`src/rtl/hmmm_pkg.sv`:
```
// Shared definitions for the Hmmm core control path: opcodes, ALU op codes,
// sequencer states and the instruction-class decoder.
package hmmm_pkg;

  localparam logic [3:0] OP_SYS    = 4'h0;
  localparam logic [3:0] OP_SETN   = 4'h1;
  localparam logic [3:0] OP_LOADN  = 4'h2;
  localparam logic [3:0] OP_STOREN = 4'h3;
  localparam logic [3:0] OP_ADDN   = 4'h5;
  localparam logic [3:0] OP_ADD    = 4'h6;
  localparam logic [3:0] OP_SUB    = 4'h7;
  localparam logic [3:0] OP_MUL    = 4'h8;
  localparam logic [3:0] OP_DIV    = 4'h9;
  localparam logic [3:0] OP_MOD    = 4'hA;
  localparam logic [3:0] OP_JUMPN  = 4'hB;
  localparam logic [3:0] OP_JEQZN  = 4'hC;
  localparam logic [3:0] OP_JNEZN  = 4'hD;
  localparam logic [3:0] OP_JGTZN  = 4'hE;
  localparam logic [3:0] OP_JLTZN  = 4'hF;

  localparam logic [15:0] INSTR_HALT = 16'h0000;
  localparam logic [15:0] INSTR_NOP  = 16'h6000;
  localparam logic [7:0]  FUNC_JUMPR = 8'h03;

  localparam logic [2:0] ALU_ADD  = 3'd0;
  localparam logic [2:0] ALU_SUB  = 3'd1;
  localparam logic [2:0] ALU_MUL  = 3'd2;
  localparam logic [2:0] ALU_DIV  = 3'd3;
  localparam logic [2:0] ALU_MOD  = 3'd4;
  localparam logic [2:0] ALU_ADDI = 3'd5;
  localparam logic [2:0] ALU_SEXT = 3'd6;

  typedef enum logic [2:0] {
    StIdle, StF0, StF1, StD, StE0, StE1, StE2, StHlt
  } state_e;

  typedef enum logic [3:0] {
    ClsHalt, ClsJumpr, ClsSetn, ClsLoadn, ClsStoren, ClsAddn, ClsNop,
    ClsCopy, ClsAlu, ClsJumpn, ClsCalln, ClsBranch, ClsIllegal
  } instr_cls_e;

  function automatic instr_cls_e decode_cls(input logic [15:0] ir);
    instr_cls_e cls;
    cls = ClsIllegal;
    case (ir[15:12])
      OP_SYS: begin
        if (ir == INSTR_HALT)            cls = ClsHalt;
        else if (ir[7:0] == FUNC_JUMPR)  cls = ClsJumpr;
        else                             cls = ClsIllegal;
      end
      OP_SETN:   cls = ClsSetn;
      OP_LOADN:  cls = ClsLoadn;
      OP_STOREN: cls = ClsStoren;
      OP_ADDN:   cls = ClsAddn;
      OP_ADD: begin
        // 0x6000 would otherwise decode as "copy r0, r0"
        if (ir == INSTR_NOP)         cls = ClsNop;
        else if (ir[3:0] == 4'h0)    cls = ClsCopy;
        else                         cls = ClsAlu;
      end
      OP_SUB, OP_MUL, OP_DIV, OP_MOD: cls = ClsAlu;
      OP_JUMPN:  cls = (ir[11:8] == 4'h0) ? ClsJumpn : ClsCalln;
      OP_JEQZN, OP_JNEZN, OP_JGTZN, OP_JLTZN: cls = ClsBranch;
      default:   cls = ClsIllegal;
    endcase
    return cls;
  endfunction

  function automatic logic [2:0] alu_op_of(input logic [3:0] op);
    logic [2:0] res;
    case (op)
      OP_SUB:  res = ALU_SUB;
      OP_MUL:  res = ALU_MUL;
      OP_DIV:  res = ALU_DIV;
      OP_MOD:  res = ALU_MOD;
      default: res = ALU_ADD;
    endcase
    return res;
  endfunction

endpackage

```
`src/rtl/hmmm_cond_eval.sv`:
```
// Conditional-jump evaluator: decides branch-taken from the jump opcode and
// the zero/negative flags of the register value currently on the bus.
module hmmm_cond_eval
  import hmmm_pkg::*;
(
  input  logic [3:0] i_op,
  input  logic       i_rf_zero,
  input  logic       i_rf_neg,
  output logic       o_taken
);

  always_comb begin
    o_taken = 1'b0;
    case (i_op)
      OP_JEQZN: o_taken = i_rf_zero;
      OP_JNEZN: o_taken = ~i_rf_zero;
      OP_JGTZN: o_taken = ~i_rf_zero & ~i_rf_neg;
      OP_JLTZN: o_taken = i_rf_neg;
      default:  o_taken = 1'b0;
    endcase
  end

endmodule

```
`src/rtl/ir_decode_seq.sv`:
```
// Hmmm instruction decoder and Moore microsequencer (fetch, decode, execute).
// Build option HMMM_ILLEGAL_TRAP_EN: illegal opcodes halt the core instead of acting as NOP.
module ir_decode_seq
  import hmmm_pkg::*;
#(
  parameter int unsigned SEL_W    = 4,
  parameter int unsigned ALU_OP_W = 3
) (
  input  logic                i_clk,
  input  logic                i_rst_n,
  input  logic [15:0]         i_ir_data,
  input  logic                i_mem_ready,
  input  logic                i_rf_zero,
  input  logic                i_rf_neg,
  output logic                o_ir_in,
  output logic                o_ir_out,
  output logic                o_pc_out,
  output logic                o_pc_in,
  output logic                o_pc_inc,
  output logic                o_mar_in,
  output logic                o_mem_out,
  output logic                o_mem_wr,
  output logic                o_rf_out,
  output logic                o_rf_in,
  output logic [SEL_W-1:0]    o_rf_rsel,
  output logic [SEL_W-1:0]    o_rf_wsel,
  output logic                o_alu_a_in,
  output logic                o_alu_b_in,
  output logic                o_alu_out,
  output logic [ALU_OP_W-1:0] o_alu_op,
  output logic                o_halted,
  output logic                o_illegal
);

  state_e     r_state;
  instr_cls_e w_cls;
  logic [3:0] w_op, w_x, w_y, w_z;
  logic       w_taken;

  assign w_op  = i_ir_data[15:12];
  assign w_x   = i_ir_data[11:8];
  assign w_y   = i_ir_data[7:4];
  assign w_z   = i_ir_data[3:0];
  assign w_cls = decode_cls(i_ir_data);

  hmmm_cond_eval u_cond_eval (
    .i_op      (w_op),
    .i_rf_zero (i_rf_zero),
    .i_rf_neg  (i_rf_neg),
    .o_taken   (w_taken)
  );

  always_ff @(posedge i_clk or negedge i_rst_n) begin
    if (!i_rst_n) begin
      r_state <= StIdle;
    end else begin
      case (r_state)
        StIdle: r_state <= StF0;
        StF0:   r_state <= StF1;
        StF1:   if (i_mem_ready) r_state <= StD;
        StD: begin
          case (w_cls)
            ClsHalt: r_state <= StHlt;
            ClsNop:  r_state <= StF0;
            ClsIllegal: begin
`ifdef HMMM_ILLEGAL_TRAP_EN
              r_state <= StHlt;
`else
              r_state <= StF0;
`endif
            end
            default: r_state <= StE0;
          endcase
        end
        StE0: begin
          case (w_cls)
            ClsSetn, ClsLoadn, ClsStoren, ClsAddn, ClsAlu, ClsCalln: r_state <= StE1;
            ClsBranch: r_state <= w_taken ? StE1 : StF0;
            default:   r_state <= StF0;
          endcase
        end
        StE1: begin
          case (w_cls)
            ClsLoadn, ClsStoren: if (i_mem_ready) r_state <= StF0;
            ClsAddn, ClsAlu:     r_state <= StE2;
            default:             r_state <= StF0;
          endcase
        end
        StE2:    r_state <= StF0;
        StHlt:   r_state <= StHlt;
        default: r_state <= StIdle;
      endcase
    end
  end

  // Every strobe is a pure function of the state register and the held IR,
  // so a single case arm per state keeps one bus driver per cycle.
  always_comb begin
    o_ir_in    = 1'b0;
    o_ir_out   = 1'b0;
    o_pc_out   = 1'b0;
    o_pc_in    = 1'b0;
    o_pc_inc   = 1'b0;
    o_mar_in   = 1'b0;
    o_mem_out  = 1'b0;
    o_mem_wr   = 1'b0;
    o_rf_out   = 1'b0;
    o_rf_in    = 1'b0;
    o_rf_rsel  = '0;
    o_rf_wsel  = '0;
    o_alu_a_in = 1'b0;
    o_alu_b_in = 1'b0;
    o_alu_out  = 1'b0;
    o_alu_op   = '0;
    o_halted   = 1'b0;
    o_illegal  = 1'b0;
    unique case (r_state)
      StIdle: ;
      StF0: begin
        o_pc_out = 1'b1;
        o_mar_in = 1'b1;
      end
      StF1: begin
        o_mem_out = 1'b1;
        o_ir_in   = 1'b1;
        o_pc_inc  = 1'b1;
      end
      StD: o_illegal = (w_cls == ClsIllegal);
      StE0: begin
        case (w_cls)
          ClsJumpr: begin
            o_rf_out  = 1'b1;
            o_rf_rsel = SEL_W'(w_x);
            o_pc_in   = 1'b1;
          end
          ClsSetn: begin
            o_ir_out   = 1'b1;
            o_alu_a_in = 1'b1;
          end
          ClsLoadn, ClsStoren: begin
            o_ir_out = 1'b1;
            o_mar_in = 1'b1;
          end
          ClsAddn: begin
            o_rf_out   = 1'b1;
            o_rf_rsel  = SEL_W'(w_x);
            o_alu_a_in = 1'b1;
          end
          ClsCopy: begin
            o_rf_out  = 1'b1;
            o_rf_rsel = SEL_W'(w_y);
            o_rf_in   = 1'b1;
            o_rf_wsel = SEL_W'(w_x);
          end
          ClsAlu: begin
            o_rf_out   = 1'b1;
            o_rf_rsel  = SEL_W'(w_y);
            o_alu_a_in = 1'b1;
          end
          ClsJumpn: begin
            o_ir_out = 1'b1;
            o_pc_in  = 1'b1;
          end
          ClsCalln: begin
            o_pc_out  = 1'b1;
            o_rf_in   = 1'b1;
            o_rf_wsel = SEL_W'(w_x);
          end
          ClsBranch: begin
            o_rf_out  = 1'b1;
            o_rf_rsel = SEL_W'(w_x);
          end
          default: ;
        endcase
      end
      StE1: begin
        case (w_cls)
          ClsSetn: begin
            o_alu_op  = ALU_OP_W'(ALU_SEXT);
            o_alu_out = 1'b1;
            o_rf_in   = 1'b1;
            o_rf_wsel = SEL_W'(w_x);
          end
          ClsLoadn: begin
            o_mem_out = 1'b1;
            o_rf_in   = 1'b1;
            o_rf_wsel = SEL_W'(w_x);
          end
          ClsStoren: begin
            o_rf_out  = 1'b1;
            o_rf_rsel = SEL_W'(w_x);
            o_mem_wr  = 1'b1;
          end
          ClsAddn: begin
            o_ir_out   = 1'b1;
            o_alu_b_in = 1'b1;
          end
          ClsAlu: begin
            o_rf_out   = 1'b1;
            o_rf_rsel  = SEL_W'(w_z);
            o_alu_b_in = 1'b1;
          end
          ClsCalln, ClsBranch: begin
            o_ir_out = 1'b1;
            o_pc_in  = 1'b1;
          end
          default: ;
        endcase
      end
      StE2: begin
        case (w_cls)
          ClsAddn: begin
            o_alu_op  = ALU_OP_W'(ALU_ADDI);
            o_alu_out = 1'b1;
            o_rf_in   = 1'b1;
            o_rf_wsel = SEL_W'(w_x);
          end
          ClsAlu: begin
            o_alu_op  = ALU_OP_W'(alu_op_of(w_op));
            o_alu_out = 1'b1;
            o_rf_in   = 1'b1;
            o_rf_wsel = SEL_W'(w_x);
          end
          default: ;
        endcase
      end
      StHlt: o_halted = 1'b1;
    endcase
  end

endmodule
```
`config.mk`:
```
export PLATFORM = sky130hd
export DESIGN_NAME = ir_decode_seq
export DESIGN_NICKNAME = d
export VERILOG_FILES = /design/src/rtl/hmmm_pkg.sv /design/src/rtl/hmmm_cond_eval.sv /design/src/rtl/ir_decode_seq.sv
export SDC_FILE = /design/constraint.sdc
export NUM_CORES = 1
export LEC_CHECK = 0
export ABC_AREA = 1
export CORE_ASPECT_RATIO = 0.5
export CORE_UTILIZATION = 30
export DETAILED_ROUTE_END_ITERATION = 12
export SLEW_MARGIN = 0
export SYNTH_ARGS = -nofsm -noshare
export SYNTH_HDL_FRONTEND = slang
export SYNTH_SLANG_ARGS = --single-unit
```
`constraint.sdc`:
```
create_clock -name i_clk -period 1.62 [get_ports i_clk]
set_input_delay 0.405 -clock i_clk [delete_from_list [all_inputs] [get_ports i_clk]]
set_output_delay 0.405 -clock i_clk [all_outputs]
set_load 0.1 [all_outputs]
```
==> results of run 1 <==
-- per-stage QoR --
stage,hold WS [ns],setup TNS (ns),setup slack [ns],util (%)
3_5_place_dp,0.5997,-25.08,-1.299,90.49
3_3_place_gp,0.5884,-23.11,-1.098,90.49
2_1_floorplan,0.1094,-14.56,-1.109,-
-- synth_stat cells (2+ instances only) --
cell type	count	area [µm²]
a21oi_1	4	20.02
nand2_1	82	307.8
nor2_2	2	12.51
o21bai_1	2	15.01
inv_1	35	131.4
nor4_1	2	12.51
o31ai_1	2	15.01
o21ai_0	7	35.03
nand3_1	14	70.07
o221ai_1	4	35.03
nor3_1	5	25.02
nor2_1	35	131.4
dfrtp_1	3	75.07
-- kinds of logic after synthesis --
family | share of synthesized area, %
buffers and inverters | 15.33
AOI/OAI and AO/OA | 15.07
and+or+nand+nor | 61.73
DFF | 7.863
==> flow_metrics.tcl, run 1 <==
set metrics [dict create \
    status "aborted with a tool error" \
    lastStage "4_1_cts" \
    tool.error "[ERROR DPL-0038] Utilization greater than 100%, impossible to legalize" \
    place_area_um2 2726 \
    yosysSeqAreaShare_pct 7.864 \
    syn_area_per_cell_um2 4.612 \
    gp_routability_congestion 0.8766 \
    pin_count 47 \
    synth_edf_count 0 \
    postSynthCellCount 207 \
    numCtsBuffers 3 \
    htree_num_levels 1 \
    synth.distinct_cells 23 \
    io_buffers 46 \
    clock_sinks 3 \
    synth.net_count 228 \
    place_inst 359 \
    ctsResizeCount 175 \
    synth-warning-count 0 \
    die_w_um 81.78 \
    max-clock-path-buffers 2 \
    die_y_um 41.89 \
    post_cts_buffers 35 \
    syn_area_um2 954.7 \
    synthFlopType "dfrtp_1" \
    start_util_pct 31.69 \
    synth-seq-cells 3 \
    async_reset_ff_share_pct 100.0 \
    rows 14 \
    clock-root-buffer "clkbuf_8" \
    ctsHoldBuffers 0 \
    dp_hpwl_um 4493 \
]
==> inputs of run 2 (changes only) <==
--- a/config.mk
+++ b/config.mk
@@ -6,9 +6,9 @@
 export NUM_CORES = 1
 export LEC_CHECK = 0
 export ABC_AREA = 1
-export CORE_ASPECT_RATIO = 0.5
-export CORE_UTILIZATION = 30
+export CORE_UTILIZATION = 20
 export DETAILED_ROUTE_END_ITERATION = 12
+export PLACE_DENSITY_LB_ADDON = 0.15
 export SLEW_MARGIN = 0
 export SYNTH_ARGS = -nofsm -noshare
 export SYNTH_HDL_FRONTEND = slang
==> constraint.sdc (replaced) <==
create_clock -name i_clk -period 2.1 [get_ports i_clk]
set_input_delay 0.525 -clock i_clk [delete_from_list [all_inputs] [get_ports i_clk]]
set_output_delay 0.525 -clock i_clk [all_outputs]
set_load 0.1 [all_outputs]
==> run 2 against run 1 <==
  * The flow now finishes, with violations (DRC, setup timing)
  * Synthesized cell count unchanged
  * Area after synthesis unchanged
==> flow_metrics.tcl, run 2 <==
set metrics [dict create \
    routedWlPerCell_um 12.29 \
    async_reset_ff_share_pct 100.0 \
    netlist_top_cells_area "nand2_1 32%, inv_1 14%, nor2_1 14%" \
    end_kind "output pin" \
    vdd_drop_max_mv 0.5005 \
    start_kind "primary input" \
    core_um2 4474 \
    relSlewSlack_pct 75.88 \
    area_delta_synth_final_pct 233.8 \
    start_util_pct 21.34 \
    layout-drive-gt1-share_pct 69.83 \
    dp_hpwl_um 3559 \
    max_freq_mhz 410.2 \
    post-place-ws_ns -0.8757 \
    worst-path-max-fanout 4 \
    max-clock-path-buffers 2 \
    final_cell_mix "66 x buf_4, 50 x nand2_1, 28 x buf_6, 28 x buf_12, 20 x nor2_4" \
    pin_count 47 \
    timing.hold.ws_ns 0.4880 \
    violations "DRC, setup timing" \
    nNetsFinal 370 \
    antenna_found_initial 0 \
    drtPass1Iterations 8 \
    htree_num_levels 1 \
    power_density_nw_per_um2 708.5 \
    rows 24 \
    rsz0062_at_grt "true" \
    synth.net_count 228 \
    cts_tree "done" \
    startpoint "i_ir_data[15]" \
    worst_slew_pin_slew_ns 0.3599 \
    largest_reg_flops 3 \
    drc 2 \
    final_common_cell "buf_4" \
    grt_overflow 0 \
    yosysSeqAreaShare_pct 7.864 \
    synth_most_common_cell "nand2_1" \
    power.total_uw 2258 \
    final-setup-viol-count 22 \
    setup_ws_ns -0.3380 \
    die_w_um 71.09 \
    die_y_um 71.09 \
    required_ns 1.57 \
    ant_nets 0 \
    clk_latency_ns 0.22 \
    largest-register "r_state" \
    ctsHoldBuffers 0 \
    fin_crit_ns 2.438 \
    viasPerCell 4.628 \
    r2r_start "r_state[1]" \
    utilization_pct 71.22 \
    postSynthCellCount 207 \
    synth.distinct_cells 23 \
    drt-initial-drc-count 55 \
    report.final.hold_viol_count 0 \
    gp_routability_congestion 0.8974 \
    post-route-period-util_pct 116.1 \
    yosysTopAreaCell "nand2_1" \
    worstPathArrival_ns 1.91 \
    cap_violations 0 \
    synth_common_cells "82 x nand2_1, 35 x inv_1, 35 x nor2_1" \
    io_buffers 46 \
    p_leak_uw 0.001559 \
    syn_area_um2 954.7 \
    clock_sinks 3 \
    synthFlopType "dfrtp_1" \
    holdCritPathClass "in -> async" \
    synth_top_area_share_pct 32.24 \
    drt_wl_total_um 4915 \
    synth-seq-cells 3 \
    vias 1851 \
    fin_skew_ns 0.004377 \
    grtUsageTotal_pct 19.58 \
    final.setup.tns_ns -4.606 \
    synth-warning-count 0 \
    antennaDiodeCount 0 \
    grt_first_pass_wirelength_um 8004 \
    clk_transition_reported_paths_ns 0.03 \
    grt_pass1_vias 1827 \
    synth_edf_count 0 \
    die-area_um2 5054 \
    status "complete, but fails checks" \
    reg_top3 "r_state: 3 flops" \
    drv_slew 0 \
    worstSetupPathType "in -> out" \
    numCtsBuffers 3 \
    clock-root-buffer "clkbuf_8" \
    syn_area_per_cell_um2 4.612 \
    grt_max_degree 12 \
]
run 2: stage by stage:
stage | instances | instance area, µm²
2_1_floorplan | 207 | 1254
3_3_place_gp | 370 | 2530
3_5_place_dp | 370 | 2530
4_1_cts | 395 | 3034
5_1_grt | 400 | 3187
6_report | 400 | 3187
run 2: final cells by class:
class                      instances  area (µm²)
tap                               52       65.06
clock buffer                       4       45.04
fill                             318        1287
multi-input combinational        166        1334
timing repair buffer             139        1496
sequential                         3       75.07
inverter                          36       171.4
run 2: path summary, 6_finish.rpt:
kind                       slack, ns  depth (start not counted)          to
setup / recovery               -0.34                         13   o_illegal
hold / removal                  0.49                          1  r_state[1]
setup reg to reg                0.27                         10  r_state[0]
hold reg to reg                 0.76                          6  r_state[0]
max in group asynchronous       1.47                          1  r_state[0]
min in group i_clk              0.76                          6  r_state[0]
run 2: report_power, final:
part | internal (µW) | switching [µW] | total [µW]
Sequential | 86.5 | 28.6 | 115
Combinational | 796 | 1180 | 1970
Clock | 129 | 39.0 | 169
run 2: kinds of logic after synthesis:
family,Yosys count,synth area share (%)
flops,3,7.863
simple gates,144,61.73
compound gates,22,15.07
buf+inv,38,15.33
run 2: per-layer routing:
layer | track usage (%) | wire length, µm | vias up | part of all wire [%]
met2 | 37.61 | 2748 | 54 | 56
met3 | 2.279 | 189 | 10 | 3.8
met4 | 4.444 | 101 | 0 | 2.1
li1 | - | - | 935 | -
met5 | 0 | 0 | - | 0
met1 | 23.04 | 1875 | 852 | 38
run 2: repair_timing:
item / CTS / global route
gates resized for setup: 149 / 50
buffers inserted: 23 / 12
setup endpoints to repair: 26 / 24
pin swaps: 45 / 31
run 2: critical path: stages:
cell and delay (ns):
buf_8 0.10, buf_6 0.11, nor2_4 0.15, nand2_2 0.10
nor2_4 0.13, buf_4 0.12, buf_6 0.08, buf_6 0.08
nor2_2 0.03, o21ai_2 0.15, inv_2 0.06, nor2_4 0.10
buf_12 0.18
No activity file was read; power rests on OpenSTA's default activity.
==> inputs of run 3 (changes only) <==
--- a/config.mk
+++ b/config.mk
@@ -9,6 +9,7 @@
 export CORE_UTILIZATION = 20
 export DETAILED_ROUTE_END_ITERATION = 12
 export PLACE_DENSITY_LB_ADDON = 0.15
+export REMOVE_ABC_BUFFERS = 1
 export SLEW_MARGIN = 0
 export SYNTH_ARGS = -nofsm -noshare
 export SYNTH_HDL_FRONTEND = slang
==> run 3 against run 2 <==
  * The flow still finishes with violations (DRC, setup timing)
  * Non-clock buffer count increased by 10
  * Final cell count grew 2.5%
  * Clock-buffer cell count stayed put
  * Wire length is 24% higher
  * Register-to-register slack gained 0.07 ns
  * Largest power group unchanged
==> flow_metrics.tcl, run 3 (synthesis gave the netlist of run 2 again) <==
set metrics [dict create \
    pin_count 47 \
    routedWlPerCell_um 14.85 \
    ant_nets 0 \
    worst-path-max-fanout 5 \
    final.setup.tns_ns -3.309 \
    p_int_uw 937.3 \
    start_util_pct 21.34 \
    m1WireLength_um 2313 \
    rrSetupSlack_ns 0.34 \
    reg_top3 "r_state: 3 flops" \
    drtPass1Iterations 8 \
    viasPerCell 4.788 \
    cap_violations 0 \
    fill_cells 331 \
    grt_overflow 0 \
    multi_input_comb_area_um2 1277 \
    rows 24 \
    dp_hpwl_um 3543 \
    vdd_drop_max_mv 0.5711 \
    final_cell_mix "91 x buf_4, 42 x nand2_1, 27 x nand2_2" \
    final_common_cell "buf_4" \
    max-clock-path-buffers 2 \
    grt_max_degree 12 \
    post-route-period-util_pct 112.6 \
    grt_first_pass_wirelength_um 8921 \
    violations "DRC, setup timing" \
    drt-initial-drc-count 107 \
    p_clk_share_pct 7.9 \
    start_kind "primary input" \
    p_seq_share_pct 5.3 \
    fin_skew_ns 0.0002049 \
    wl_met3_um 332 \
    post-place-ws_ns -0.8582 \
    end_kind "output pin" \
    htree_num_levels 1 \
    grtUsageTotal_pct 21.95 \
    power.total_uw 2148 \
    required_ns 1.57 \
    clock_sinks 3 \
    drt_wl_total_um 6087 \
    timing.hold.ws_ns 0.4974 \
    relSlewSlack_pct 78.29 \
    largest-register "r_state" \
    vias 1963 \
    p_leak_uw 0.001601 \
    largest_reg_flops 3 \
    layout-drive-gt1-share_pct 72.63 \
    nNetsFinal 380 \
    drv_slew 0 \
    numCtsBuffers 3 \
    routed.top_layer "met4" \
    max_freq_mhz 423.0 \
    worst_slew_pin_slew_ns 0.3233 \
    holdCritPathClass "in -> async" \
    fin_crit_ns 2.364 \
    setup_ws_ns -0.2643 \
    report.final.hold_viol_count 0 \
    pwr-share-comb_pct 86.8 \
    core_um2 4474 \
    area_delta_synth_final_pct 232.9 \
    io_buffers 46 \
    final-setup-viol-count 20 \
    clk_transition_reported_paths_ns 0.03 \
    gp_routability_congestion 0.9263 \
    power_density_nw_per_um2 675.9 \
    cts_tree "done" \
    worstSetupPathType "in -> out" \
    antennaDiodeCount 0 \
    wl_met2_um 3313 \
    switching_share_pct 56.36 \
    status "complete, but fails checks" \
    worstPathArrival_ns 1.84 \
    drc 5 \
    register_area_um2 75.07 \
    ctsHoldBuffers 0 \
    rsz0062_at_grt "true" \
    p_sw_uw 1211 \
    die_w_um 71.09 \
    clock-root-buffer "clkbuf_8" \
    clk_latency_ns 0.22 \
    die-area_um2 5054 \
    die_y_um 71.09 \
    grt_pass1_vias 2045 \
    antenna_found_initial 0 \
]
[run 3: changes by cell type in the layout (fill, tap and decap cells not counted), moves of 3 or more]
cell | previous run | this run
clkinvlp_4 | 3 | 0
buf_4 | 66 | 91
clkbuf_16 | 0 | 3
nand2_8 | 4 | 1
clkbuf_2 | 4 | 0
nand2_2 | 16 | 27
nand2_1 | 50 | 42
buf_6 | 28 | 17
buf_12 | 28 | 25
[run 3: timing repair]
action,4_1_cts,5_1_grt
pin swaps,44,26
endpoints found under the setup margin,26,24
gates resized for setup,202,71
buffers inserted,40,8
[run 3: worst max-delay path: stages]
cell and delay (ns):
buf_6 0.10, buf_4 0.13, nor2_2 0.14, nand2_2 0.09, nor2_4 0.12, nand2_2 0.09, nand3_4 0.10, nand2_1 0.07
nand2_1 0.09, nand2_2 0.06, o221ai_4 0.07, clkbuf_16 0.24
[run 3: worst paths after layout]
kind	end	start	depth (start not counted)
setup / recovery	o_rf_rsel[3]	i_ir_data[3]	12
hold / removal	r_state[1]	i_rst_n	1
setup reg to reg	r_state[1]	r_state[0]	11
hold reg to reg	r_state[0]	r_state[2]	6
max in group asynchronous	r_state[2]	i_rst_n	1
min in group i_clk	r_state[0]	r_state[2]	6
[run 3: cell type report]
type                            instances  share of cell area, %
Clock buffer                            4                  1.417
Inverter                               36                  5.354
Multi-Input combinational cell        166                  40.20
Sequential cell                         3                  2.362
Tap cell                               52                  2.047
Timing Repair Buffer                  149                  48.62
[run 3: stage by stage]
stage | util, % | area (µm²) | cells
floorplan | - | 943.4 | 205
global placement | 48.55 | 2172 | 362
detailed placement | 48.55 | 2172 | 362
CTS | 64.90 | 2904 | 403
global route | 71.03 | 3178 | 410
finish | 71.03 | 3178 | 410
[run 3: metal layers]
metal  vias to the layer above  global-route usage (%)
met5                         -                       0
met4                         0                   4.667
met3                        12                   3.419
met2                        80                   43.48
met1                       916                   24.38
li1                        955                       -
[run 3: power by group through the flow]
stage	logic (µW)	registers [µW]	clock network, µW
floorplan	826	107	0
global placement	1570	109	0
detailed placement	1560	108	0
CTS	1730	109	174
global route	1940	120	178
finish	1860	115	169
==> inputs of run 4 (changes only) <==
--- a/config.mk
+++ b/config.mk
@@ -10,6 +10,7 @@
 export DETAILED_ROUTE_END_ITERATION = 12
 export PLACE_DENSITY_LB_ADDON = 0.15
 export REMOVE_ABC_BUFFERS = 1
+export SETUP_SLACK_MARGIN = 0.02
 export SLEW_MARGIN = 0
 export SYNTH_ARGS = -nofsm -noshare
 export SYNTH_HDL_FRONTEND = slang
==> constraint.sdc (replaced) <==
create_clock -name i_clk -period 3 [get_ports i_clk]
set_input_delay 0.75 -clock i_clk [delete_from_list [all_inputs] [get_ports i_clk]]
set_output_delay 0.75 -clock i_clk [all_outputs]
set_load 0.1 [all_outputs]
==> run 4 against run 3 <==
  * The flow finishes with violations (DRC)
  * Die area unchanged
  * Worst hold slack better by 0.17 ns
  * Wire length down 23%
  * Sequential power down 30%
  * Power down 43%
  * Clock power down 30%
  * Utilization down 15 points
  * Final cell count down 6.3%
  * Non-clock buffer count down 26
  * Register-to-register slack better by 1.0 ns
  * Largest cell class unchanged
  * Largest power group unchanged
==> flow_metrics.tcl, run 4 (synthesis gave the netlist of run 2 again) <==
set metrics [dict create \
    io_buffers 46 \
    drv_slew 0 \
    routedWlPerCell_um 12.21 \
    antenna_found_initial 0 \
    antennaDiodeCount 0 \
    final_common_cell "buf_4" \
    grt_overflow 0 \
    status "complete, but fails checks" \
    p_leak_uw 0.001317 \
    vdd_drop_max_mv 0.4390 \
    ctsHoldBuffers 0 \
    p_clk_share_pct 9.6 \
    worst_slew_pin_slew_ns 0.5754 \
    power_density_nw_per_um2 492.1 \
    die-area_um2 5054 \
    start_util_pct 21.34 \
    grt_max_degree 12 \
    worstSetupPathType "in -> out" \
    p_sw_uw 726.4 \
    area_delta_synth_final_pct 162.1 \
    timing.hold.ws_ns 0.6629 \
    final_cell_mix "82 x buf_4, 65 x nand2_1, 25 x inv_1" \
    numCtsBuffers 3 \
    report.final.hold_viol_count 0 \
    rsz0062_at_grt "false" \
    layout-drive-gt1-share_pct 52.41 \
    utilization_pct 55.93 \
    worstPathArrival_ns 2.17 \
    final-setup-viol-count 0 \
    die_w_um 71.09 \
    die_y_um 71.09 \
    p_seq_share_pct 6.6 \
    clock-root-buffer "clkbuf_8" \
    cts_tree "done" \
    nNetsFinal 354 \
    relSlewSlack_pct 61.35 \
    cpMostUsedCell "buf_4" \
    clk_transition_reported_paths_ns 0.03 \
    clk_latency_ns 0.21 \
    worst-path-max-fanout 2 \
    required_ns 2.25 \
    fin_crit_ns 2.919 \
    gp_routability_congestion 0.9797 \
    largest-register "r_state" \
    slowest_delay_ns 0.25 \
    cap_violations 0 \
    drt-initial-drc-count 93 \
    post-route-period-util_pct 97.29 \
    drtPass1Iterations 8 \
    viasPerCell 4.599 \
    grt_pass1_vias 1827 \
    start_kind "primary input" \
    core_um2 4474 \
    ant_nets 0 \
    pin_count 47 \
    largest_reg_flops 3 \
    cp_cell_sequence "clkdlybuf4s15_2 > inv_2 > buf_4 > buf_4 > buf_4 > buf_4 > buf_4 > buf_4 > o221ai_2 > buf_16" \
    reg_top3 "r_state: 3 flops" \
    drc 5 \
    switching_share_pct 58.99 \
    fin_skew_ns 0.001640 \
    end_kind "output pin" \
    drt_wl_total_um 4688 \
    p_int_uw 504.9 \
    rows 24 \
    vias 1766 \
    htree_num_levels 1 \
    cp_slowest_cell "o221ai_2" \
    clock_sinks 3 \
    max-clock-path-buffers 2 \
    dp_hpwl_um 3474 \
    violations "DRC" \
    max_freq_mhz 342.6 \
    fill_cells 409 \
    holdCritPathClass "reg -> reg" \
    grtUsageTotal_pct 19.24 \
    pwr-share-comb_pct 83.9 \
    grt_first_pass_wirelength_um 7838 \
]
## run 4: changes by cell type in the layout (fill, tap and decap cells not counted), sizes merged
cell and change:
buf -34, clkbuf +2, clkdlybuf4s15 +4, dlygate4sd2 +2
## run 4: cell type report
type / count / area [µm²] / area share, %
sequential: 3 / 75.07 / 3.000
timing repair buffer: 123 / 1250 / 49.95
tap: 52 / 65.06 / 2.600
inverter: 36 / 142.6 / 5.700
multi-input combinational: 166 / 924.6 / 36.95
clock buffer: 4 / 45.04 / 1.800
## run 4: critical path: cells and delay by family
family	cells	cell delay [ns]
buffers and inverters	9	1.17
AO/OA/AOI/OAI	1	0.25
## run 4: routing by layer
metal	vias to the layer above	GRT usage, %	wire, µm
met1	812	22.48	1966
li1	903	-	-
met4	0	5.333	76
met5	-	0	0
met2	45	37.71	2455
met3	6	0.8547	189
## run 4: path summary, 6_finish.rpt
check	start	to	slack [ns]	depth (start not counted)
min reg2reg	r_state[1]	r_state[1]	0.66	3
min in group asynchronous	i_rst_n	r_state[0]	0.72	1
max	i_ir_data[0]	o_rf_rsel[0]	0.08	10
max reg2reg	r_state[1]	r_state[0]	1.36	8
min	r_state[1]	r_state[1]	0.66	3
max in group asynchronous	i_rst_n	r_state[2]	2.14	1
## run 4: per-stage QoR
step	setup WS, ns	power, µW	cells	instance area (µm²)	setup TNS (ns)
after floorplan	-3.425	678.1	205	943.4	-32.18
after global placement	-0.5037	1054	354	2074	-6.043
after detailed placement	-0.5000	1050	354	2074	-5.800
after CTS	0.02613	1215	383	2411	0
after global routing	0.02220	1293	384	2502	0
final	0.08142	1231	384	2502	0
## run 4: power by group through the flow
| stage | Sequential, µW | Clock, µW | Combinational (µW) |
|---|---|---|---|
| after global routing | 84.4 | 124 | 1080 |
| after detailed placement | 80.5 | 0 | 970 |
| after global placement | 81.2 | 0 | 973 |
| after CTS | 80.0 | 121 | 1010 |
| final | 80.7 | 118 | 1030 |
| after floorplan | 75.2 | 0 | 603 |
## run 4: what timing repair did
action | 4_1_cts | 5_1_grt
pin swaps | 19 | 16
setup endpoints to repair | 23 | 13
setup buffers | 25 | 1
resized for setup | 78 | 52
